[config.mk]
export PLATFORM = sky130hd
export DESIGN_NAME = instr_prefetch_queue
export DESIGN_NICKNAME = d
export VERILOG_FILES = /design/src/rtl/instr_prefetch_queue.sv
export SDC_FILE = /design/constraint.sdc
export NUM_CORES = 1
export LEC_CHECK = 0
export ABC_AREA = 1
export CAP_MARGIN = 10
export CORE_MARGIN = 2
export CORE_UTILIZATION = 50
export CTS_BUF_LIST = sky130_fd_sc_hd__clkbuf_4 sky130_fd_sc_hd__clkbuf_8
export CTS_CLUSTER_SIZE = 20
export DETAILED_ROUTE_END_ITERATION = 7
export HOLD_SLACK_MARGIN = 0.05
export PLACE_DENSITY = 0.7
export SETUP_SLACK_MARGIN = 0.05
export SLEW_MARGIN = 20
export SYNTH_ARGS = -nofsm -noshare
export SYNTH_HDL_FRONTEND = slang
export SYNTH_SLANG_ARGS = --single-unit
export TNS_END_PERCENT = 30
[constraint.sdc]
create_clock -name clk -period 2.2 [get_ports clk]
set_clock_uncertainty 0.1 [all_clocks]
set_input_delay 0.44 -clock clk [delete_from_list [all_inputs] [get_ports clk]]
set_output_delay 0.44 -clock clk [all_outputs]
set_load 0.1 [all_outputs]
[src/rtl/instr_prefetch_queue.sv]
// Fetch stage ahead of CCG1: owns the fetch PC and buffers {instr, pc} pairs in a small FIFO.
// Halt-opcode detection is compiled in only when PREFETCH_HALT_EN is defined.
module instr_prefetch_queue #(
  parameter int unsigned DEPTH   = 4,
  parameter int unsigned AW      = 8,
  parameter int unsigned IW      = 16,
  parameter logic [7:0]  HALT_OP = 8'hFF
) (
  input  logic                         clk,
  input  logic                         rst_n,
  input  logic                         flush,
  input  logic [AW-1:0]                flush_pc,
  output logic [AW-1:0]                pm_addr,
  input  logic [IW-1:0]                pm_data,
  output logic                         issue_valid,
  output logic [IW-1:0]                issue_instr,
  output logic [AW-1:0]                issue_pc,
  input  logic                         issue_ready,
  output logic [$clog2(DEPTH+1)-1:0]   q_count
);

  localparam int unsigned PW = $clog2(DEPTH);
  localparam int unsigned CW = $clog2(DEPTH+1);
`ifdef PREFETCH_HALT_EN
  localparam bit HALT_EN = 1'b1;
`else
  localparam bit HALT_EN = 1'b0;
`endif

  typedef enum logic {RUN = 1'b0, HALT = 1'b1} state_t;

  state_t          state_r, state_nxt_s;
  logic [AW-1:0]   fetch_pc_r;
  logic [PW-1:0]   rd_ptr_r, wr_ptr_r;
  logic [CW-1:0]   count_r;
  logic [IW-1:0]   instr_mem_r [DEPTH];
  logic [AW-1:0]   pc_mem_r    [DEPTH];
  logic            valid_s, pop_s, push_s, halt_hit_s;

  assign valid_s    = (count_r != {CW{1'b0}});
  assign pop_s      = valid_s && issue_ready;
  assign push_s     = (state_r == RUN) && !flush && ((count_r < CW'(DEPTH)) || pop_s);
  // Without the macro HALT_EN is 0, so the FSM can never leave RUN.
  assign halt_hit_s = HALT_EN && push_s && (pm_data[IW-1:IW-8] == HALT_OP);

  assign pm_addr     = fetch_pc_r;
  assign issue_valid = valid_s;
  assign issue_instr = valid_s ? instr_mem_r[rd_ptr_r] : {IW{1'b0}};
  assign issue_pc    = valid_s ? pc_mem_r[rd_ptr_r]    : {AW{1'b0}};
  assign q_count     = count_r;

  // State register for the RUN/HALT fetch controller.
  always_ff @(posedge clk or negedge rst_n) begin
    if (!rst_n) begin
      state_r <= RUN;
    end else begin
      state_r <= state_nxt_s;
    end
  end

  // Next-state logic: flush always returns to RUN, a queued halt word stops fetch.
  always_comb begin
    state_nxt_s = state_r;
    case (state_r)
      RUN: begin
        if (flush) begin
          state_nxt_s = RUN;
        end else if (halt_hit_s) begin
          state_nxt_s = HALT;
        end else begin
          state_nxt_s = RUN;
        end
      end
      HALT: begin
        if (flush) begin
          state_nxt_s = RUN;
        end else begin
          state_nxt_s = HALT;
        end
      end
      default: state_nxt_s = RUN;
    endcase
  end

  // Fetch PC, FIFO pointers and occupancy; flush overrides any push/pop.
  always_ff @(posedge clk or negedge rst_n) begin
    if (!rst_n) begin
      fetch_pc_r <= {AW{1'b0}};
      rd_ptr_r   <= {PW{1'b0}};
      wr_ptr_r   <= {PW{1'b0}};
      count_r    <= {CW{1'b0}};
    end else if (flush) begin
      fetch_pc_r <= flush_pc;
      rd_ptr_r   <= {PW{1'b0}};
      wr_ptr_r   <= {PW{1'b0}};
      count_r    <= {CW{1'b0}};
    end else begin
      if (push_s) begin
        fetch_pc_r <= fetch_pc_r + AW'(1);
        wr_ptr_r   <= wr_ptr_r + PW'(1);
      end
      if (pop_s) begin
        rd_ptr_r <= rd_ptr_r + PW'(1);
      end
      case ({push_s, pop_s})
        2'b10:   count_r <= count_r + CW'(1);
        2'b01:   count_r <= count_r - CW'(1);
        default: count_r <= count_r;
      endcase
    end
  end

  // Entry storage, written at the write pointer on every push.
  always_ff @(posedge clk or negedge rst_n) begin
    if (!rst_n) begin
      for (int i = 0; i < DEPTH; i++) begin
        instr_mem_r[i] <= {IW{1'b0}};
        pc_mem_r[i]    <= {AW{1'b0}};
      end
    end else if (push_s) begin
      instr_mem_r[wr_ptr_r] <= pm_data;
      pc_mem_r[wr_ptr_r]    <= fetch_pc_r;
    end
  end

endmodule

== Word-level counts from Yosys, hierarchy flattened ==
Index checks and enable logic that the tools add are counted.
Storage, ports and cells
  flip-flop bits (word level): 112
  input port bits: 28
  logic and storage cells: 61
Cells by class
  add/subtract/negate cells: 5
  magnitude comparators: 4
  equality and inequality tests: 2
  muxes and demuxes: 24
  bitwise logic cells: 3
  reduce and logical (&&, ||, !) cells: 10
Operators by type and width (number)
  64-bit bitwise mux: 1
  16-bit two-way mux: 4
  8-bit two-way mux: 6
  16-bit binary-select mux with 2-bit select: 1
  32-bit bitwise mux: 1
  16-bit demux with 2-bit select: 1
  8-bit binary-select mux with 2-bit select: 1
  8-bit demux with 2-bit select: 1
  8-bit by 1-bit adder with 8-bit output, second input constant: 1
  2-bit two-way mux: 4
  3-bit >= comparator, second input constant: 2
  2-bit NOT with 3-bit output: 2
  3-bit case mux with 2 select lines: 1
  3-bit nonzero test: 2
  2-bit by 1-bit adder with 2-bit output, second input constant: 2
  1-bit logical AND: 4
  2-bit nonzero test: 2
  3-bit by 1-bit adder with 3-bit output, second input constant: 1
  3-bit by 1-bit less-than comparator with 1-bit output, second input constant: 1
  3-bit less-than comparator, second input constant: 1
  3-bit two-way mux: 1
  3-bit by 1-bit subtractor with 3-bit output, second input constant: 1
  2-bit by 1-bit equality test with 1-bit output, second input constant: 1
  2-bit equality test, second input constant: 1
  5 further kinds: 5

== Logic depth before layout (Yosys ltp) ==
Gate-level depths: netlist (run 1).
  word-level depth: 7
  mapped depth: 11
  depth with buffers taken out: 11

== Least setup slack after synthesis (run 1) ==
No wires, ideal clock.
  kind: register to output
  start: register count_r[2], in the netlist q_count[2]
  end: output port issue_instr[10]
  arrival: 3.873 ns
  required time: 1.660 ns
  slack: -2.213 ns
  cell stages (with the launch flop): 6
  path through: dfrtp_1 inv_1 nand2_1 inv_1 buf_1 a21oi_1
On the way
  word-level cells in the longest chain between the ends: 2
RTL lines
  start, declared: line 35  | logic [CW-1:0] count_r;
  start signal, assigned: line 91  | count_r <= {CW{1'b0}};
  start signal, assigned: line 96  | count_r <= {CW{1'b0}};
  start signal, assigned: line 106  | 2'b10: count_r <= count_r + CW'(1);
  3-bit nonzero test: line 40  | assign valid_s = (count_r != {CW{1'b0}});
  named net issue_valid: line 15  | output logic issue_valid,
  16-bit two-way mux: line 48  | assign issue_instr = valid_s ? instr_mem_r[rd_ptr_r] : {IW{1'b0}};
  end, declared: line 16  | output logic [IW-1:0] issue_instr,
The timed path passes the listed nets, and every way through them passes these cells.

== Worst setup path in the final report (run 1) ==
  start: register rd_ptr_r[0]
  end: output port issue_instr[2]
On the way
  word-level cells in the longest chain between the ends: 5
RTL lines
  start, declared: line 34  | logic [PW-1:0] rd_ptr_r, wr_ptr_r;
  start signal, assigned: line 89  | rd_ptr_r <= {PW{1'b0}};
  start signal, assigned: line 94  | rd_ptr_r <= {PW{1'b0}};
  start signal, assigned: line 103  | rd_ptr_r <= rd_ptr_r + PW'(1);
  2-bit NOT with 3-bit output (implied by the code): line 48
  16-bit binary-select mux with 2-bit select: line 48
  16-bit two-way mux (implied by the code) (2 in series): line 48
  16-bit two-way mux: line 48
Every way passes these cells. The select of a mux whose other input is x is not followed.

==> flow_metrics.env, run 1 <==
export IMPL_status="finished with violations"
export IMPL_violations="negative setup slack"
export IMPL_hold_depth=2
export IMPL_clk_latency_ns=0.36
export IMPL_root_buffer="clkbuf_8"
export IMPL_overflow=0
export IMPL_layout_commonest_cell="nand2_1"
export IMPL_clk_pin_slew_ns=0.09
export IMPL_rows=37
export IMPL_die_h_um=107
export IMPL_synthToLayoutAreaGrowth_pct=38.8
export IMPL_wl_met2_um=7260
export IMPL_hold_end="instr_mem_r[63]"
export IMPL_drt_antenna_violating_nets=0
export IMPL_drt_total_wl_um=14000
export IMPL_grt_pass1_vias=4485
export IMPL_dp_hpwl_um=8010
export IMPL_reg2reg_depth=11
export IMPL_dr_pass1_iters=5
export IMPL_setup_violations=21
export IMPL_fin_cells=855
export IMPL_layout_setup_ws_ns=-0.0781
export IMPL_irDropWorstVdd_uv=1100
export IMPL_reg2reg_to="q_count[2]"
export IMPL_globalplace_congestion=0.779
export IMPL_final_cell_mix="130 x nand2_1, 108 x dfrtp_1, 82 x nor2_1"
export IMPL_htreeDepth=3
export IMPL_path_delay_family="buffers and inverters"
export IMPL_hp_start="instr_mem_r[63]"
export IMPL_cap_violations=0
export IMPL_ys_ff_latch=112
export IMPL_fp_dieW_um=107
export IMPL_dpl_instance_area_um2=6630
export IMPL_hold_viol=0
export IMPL_fin_crit_sh=1.04
export IMPL_initial_core_util=0.516
export IMPL_p_clk_frac=0.089
export IMPL_clockBufferDepth=2
export IMPL_yosysSeqAreaShare=0.526
export IMPL_regToRegSetupSlack_ns=0.20
export IMPL_worst_pin_slew_ns=0.323
export IMPL_crit_buf_inv=3
export IMPL_dp_cells=823
export IMPL_synth_lib_cells_used_distinct=29
export IMPL_avgSynthCellArea_um2=8.34
export IMPL_syn_area_um2=5330
export IMPL_final_nets=750
export IMPL_top_layer_used="met4"
export IMPL_cts_tree="built"
export IMPL_drt_iter0_drc=305
export IMPL_fin_crit_ns=2.28
export IMPL_startpoint_type="flop"
export IMPL_arrival_ns=1.74
export IMPL_design_area_um2=7390
export IMPL_core_area_um2=10300
export IMPL_max_freq_ghz=0.439
export IMPL_cts_sinks=112
export IMPL_place_worst_setup_slack_ns=-0.0594
export IMPL_ys_warn_count=0
export IMPL_p_per_area_nw_per_um2=1680
export IMPL_drt_met1_wl_um=5850
export IMPL_n_fill_cell=750
export IMPL_io_pins=64
export IMPL_hold_ws_ns=0.392
export IMPL_grt_usage=0.240
export IMPL_timing_setup_critical_path_class="flop to primary output"
export IMPL_max_slew_margin_rel=0.785
export IMPL_grt_max_degree=49
export IMPL_crit_fanout=8
export IMPL_routedWlPerCell_um=16.4
export IMPL_r2r_start="q_count[1]"
export IMPL_required_ns=1.66
export IMPL_p_leak_nw=3.33
export IMPL_cts_buffers=9
export IMPL_rsz0062_at_grt="true"
export IMPL_drive_gt1_frac=0.268
export IMPL_synthCells=639
export IMPL_dieArea_um2=11500
export IMPL_post_route_util=0.716
export IMPL_min_path_type="flop to flop"
export IMPL_crit_chain="buf_12 -> clkbuf_16 -> nor2_1 -> nor2_1 -> o21ai_2 -> a21oi_4 -> buf_12"
export IMPL_slew_viol_final=0
export IMPL_p_switching_mw=6.13
export IMPL_pwr_share_comb=0.623
export IMPL_crit_path_end_kind="primary output"
export IMPL_cpMaxStageDelayCell="dfrtp_2"
export IMPL_synth_nets=673
export IMPL_io_buffers=63
export IMPL_vias=4685
export IMPL_grt_pass1_wl_um=21700
export IMPL_vias_per_cell=5.48
export IMPL_drc=0
export IMPL_seq_power_share=0.288
export IMPL_internal_power_mw=6.33
export IMPL_max_stage_delay_ns=0.38
export IMPL_diodes=0
export IMPL_wl_met3_um=752
export IMPL_antenna_found_initial=0
export IMPL_netSwitchingFraction=0.492
metal layers:
| metal | up-vias | track usage |
|---|---|---|
| li1 | 2227 | - |
| met1 | 2285 | 0.322 |
| met2 | 158 | 0.404 |
| met3 | 15 | 0.0432 |
| met4 | 0 | 0.0612 |
| met5 | - | 0 |
worst min-delay path, cell delays in order, from the launching register on:
cell	delay [ns]
dfrtp_1	0.36
nand2_1	0.06
o21ai_2	0.05
per-stage QoR:
| stage | total power, mW | setup TNS, ns |
|---|---|---|
| after floorplan | 8.21 | -8.49 |
| after global placement | 10.1 | 0 |
| after detailed placement | 10.3 | -0.0594 |
| after CTS | 11.9 | -0.0368 |
| after global routing | 13.1 | -2.62 |
| final | 12.5 | -0.857 |
registers in the layout, indices dropped and copies added (netlist names):
register	count
pc_mem_r	32
pm_addr	8
rd_ptr_r	2
q_count	3
wr_ptr_r	2
state_r	1
instr_mem_r	64
synthesized netlist by cell type, drive strengths merged:
cell    number  share of area
fa           1         0.0038
ha           5          0.012
nand3        9         0.0085
nor2       105          0.076
dfrtp      112           0.53
xor2         3         0.0049
o211ai       3         0.0042
nand2      140           0.10
o22ai        1         0.0012
o21ai      151           0.15
nand4        1         0.0012
xnor2        1         0.0016
buf         26          0.043
a21oi       29          0.027
clkbuf      13         0.0092
inv         37          0.026
clkinv       2         0.0016
worst max-delay path by stage:
| stage | startpoint | to | slack [ns] | depth (start not counted) |
|---|---|---|---|---|
| after CTS | rd_ptr_r[1] | issue_instr[7] | -0.02 | 5 |
| after global placement | flush | q_count[2] | 0.03 | 12 |
| after floorplan | q_count[2] | issue_instr[0] | -0.39 | 4 |
| after detailed placement | flush | q_count[2] | -0.06 | 12 |
| final | rd_ptr_r[0] | issue_instr[2] | -0.08 | 7 |
| after global routing | rd_ptr_r[0] | issue_instr[10] | -0.15 | 7 |
power by group through the flow:
stage	combinational [mW]	sequential [mW]	clock, mW
CTS	7.20	3.52	1.13
finish	7.76	3.59	1.11
floorplan	4.45	3.76	0
detailed placement	6.75	3.52	0
global placement	6.63	3.48	0
global route	8.24	3.70	1.20
area by class of cell:
type | count | area [um^2] | share of cell area
Tap cell | 136 | 170 | 0.0230
Sequential cell | 112 | 2820 | 0.381
Multi-Input combinational cell | 449 | 2520 | 0.341
Timing Repair Buffer | 105 | 1550 | 0.209
Clock inverter | 1 | 5.00 | 0.000677
Clock buffer | 13 | 160 | 0.0217
Inverter | 39 | 178 | 0.0240
cell families after synthesis:
group           Yosys count  share of synthesized area
simple gates            255                      0.190
buf+inv                  78                     0.0801
xor+xnor                  4                    0.00658
fa+ha+maj                 6                     0.0155
compound gates          184                      0.182
flops                   112                      0.526
repair_timing:
item,CTS,global route
pin swaps,8,20
endpoints found under the setup margin,25,24
gates resized for setup,79,48
buffers inserted,4,1
hold endpoints to repair,21,0
hold buffers,1,0
gates cloned,2,10
No activity file was read; power rests on OpenSTA's default activity.
==> inputs of run 2 (changes only) <==
Settings changed: ABC_CLOCK_PERIOD_IN_PS set to 2200.
==> results of run 2 <==
Same layout as run 1: the final DEF is identical, and so are final timing and power.
==> inputs of run 3 (changes only) <==
Settings changed: CAP_MARGIN 10 to unset.
==> results of run 3 <==
Same layout as run 1: the final DEF is identical, and so are final timing and power.
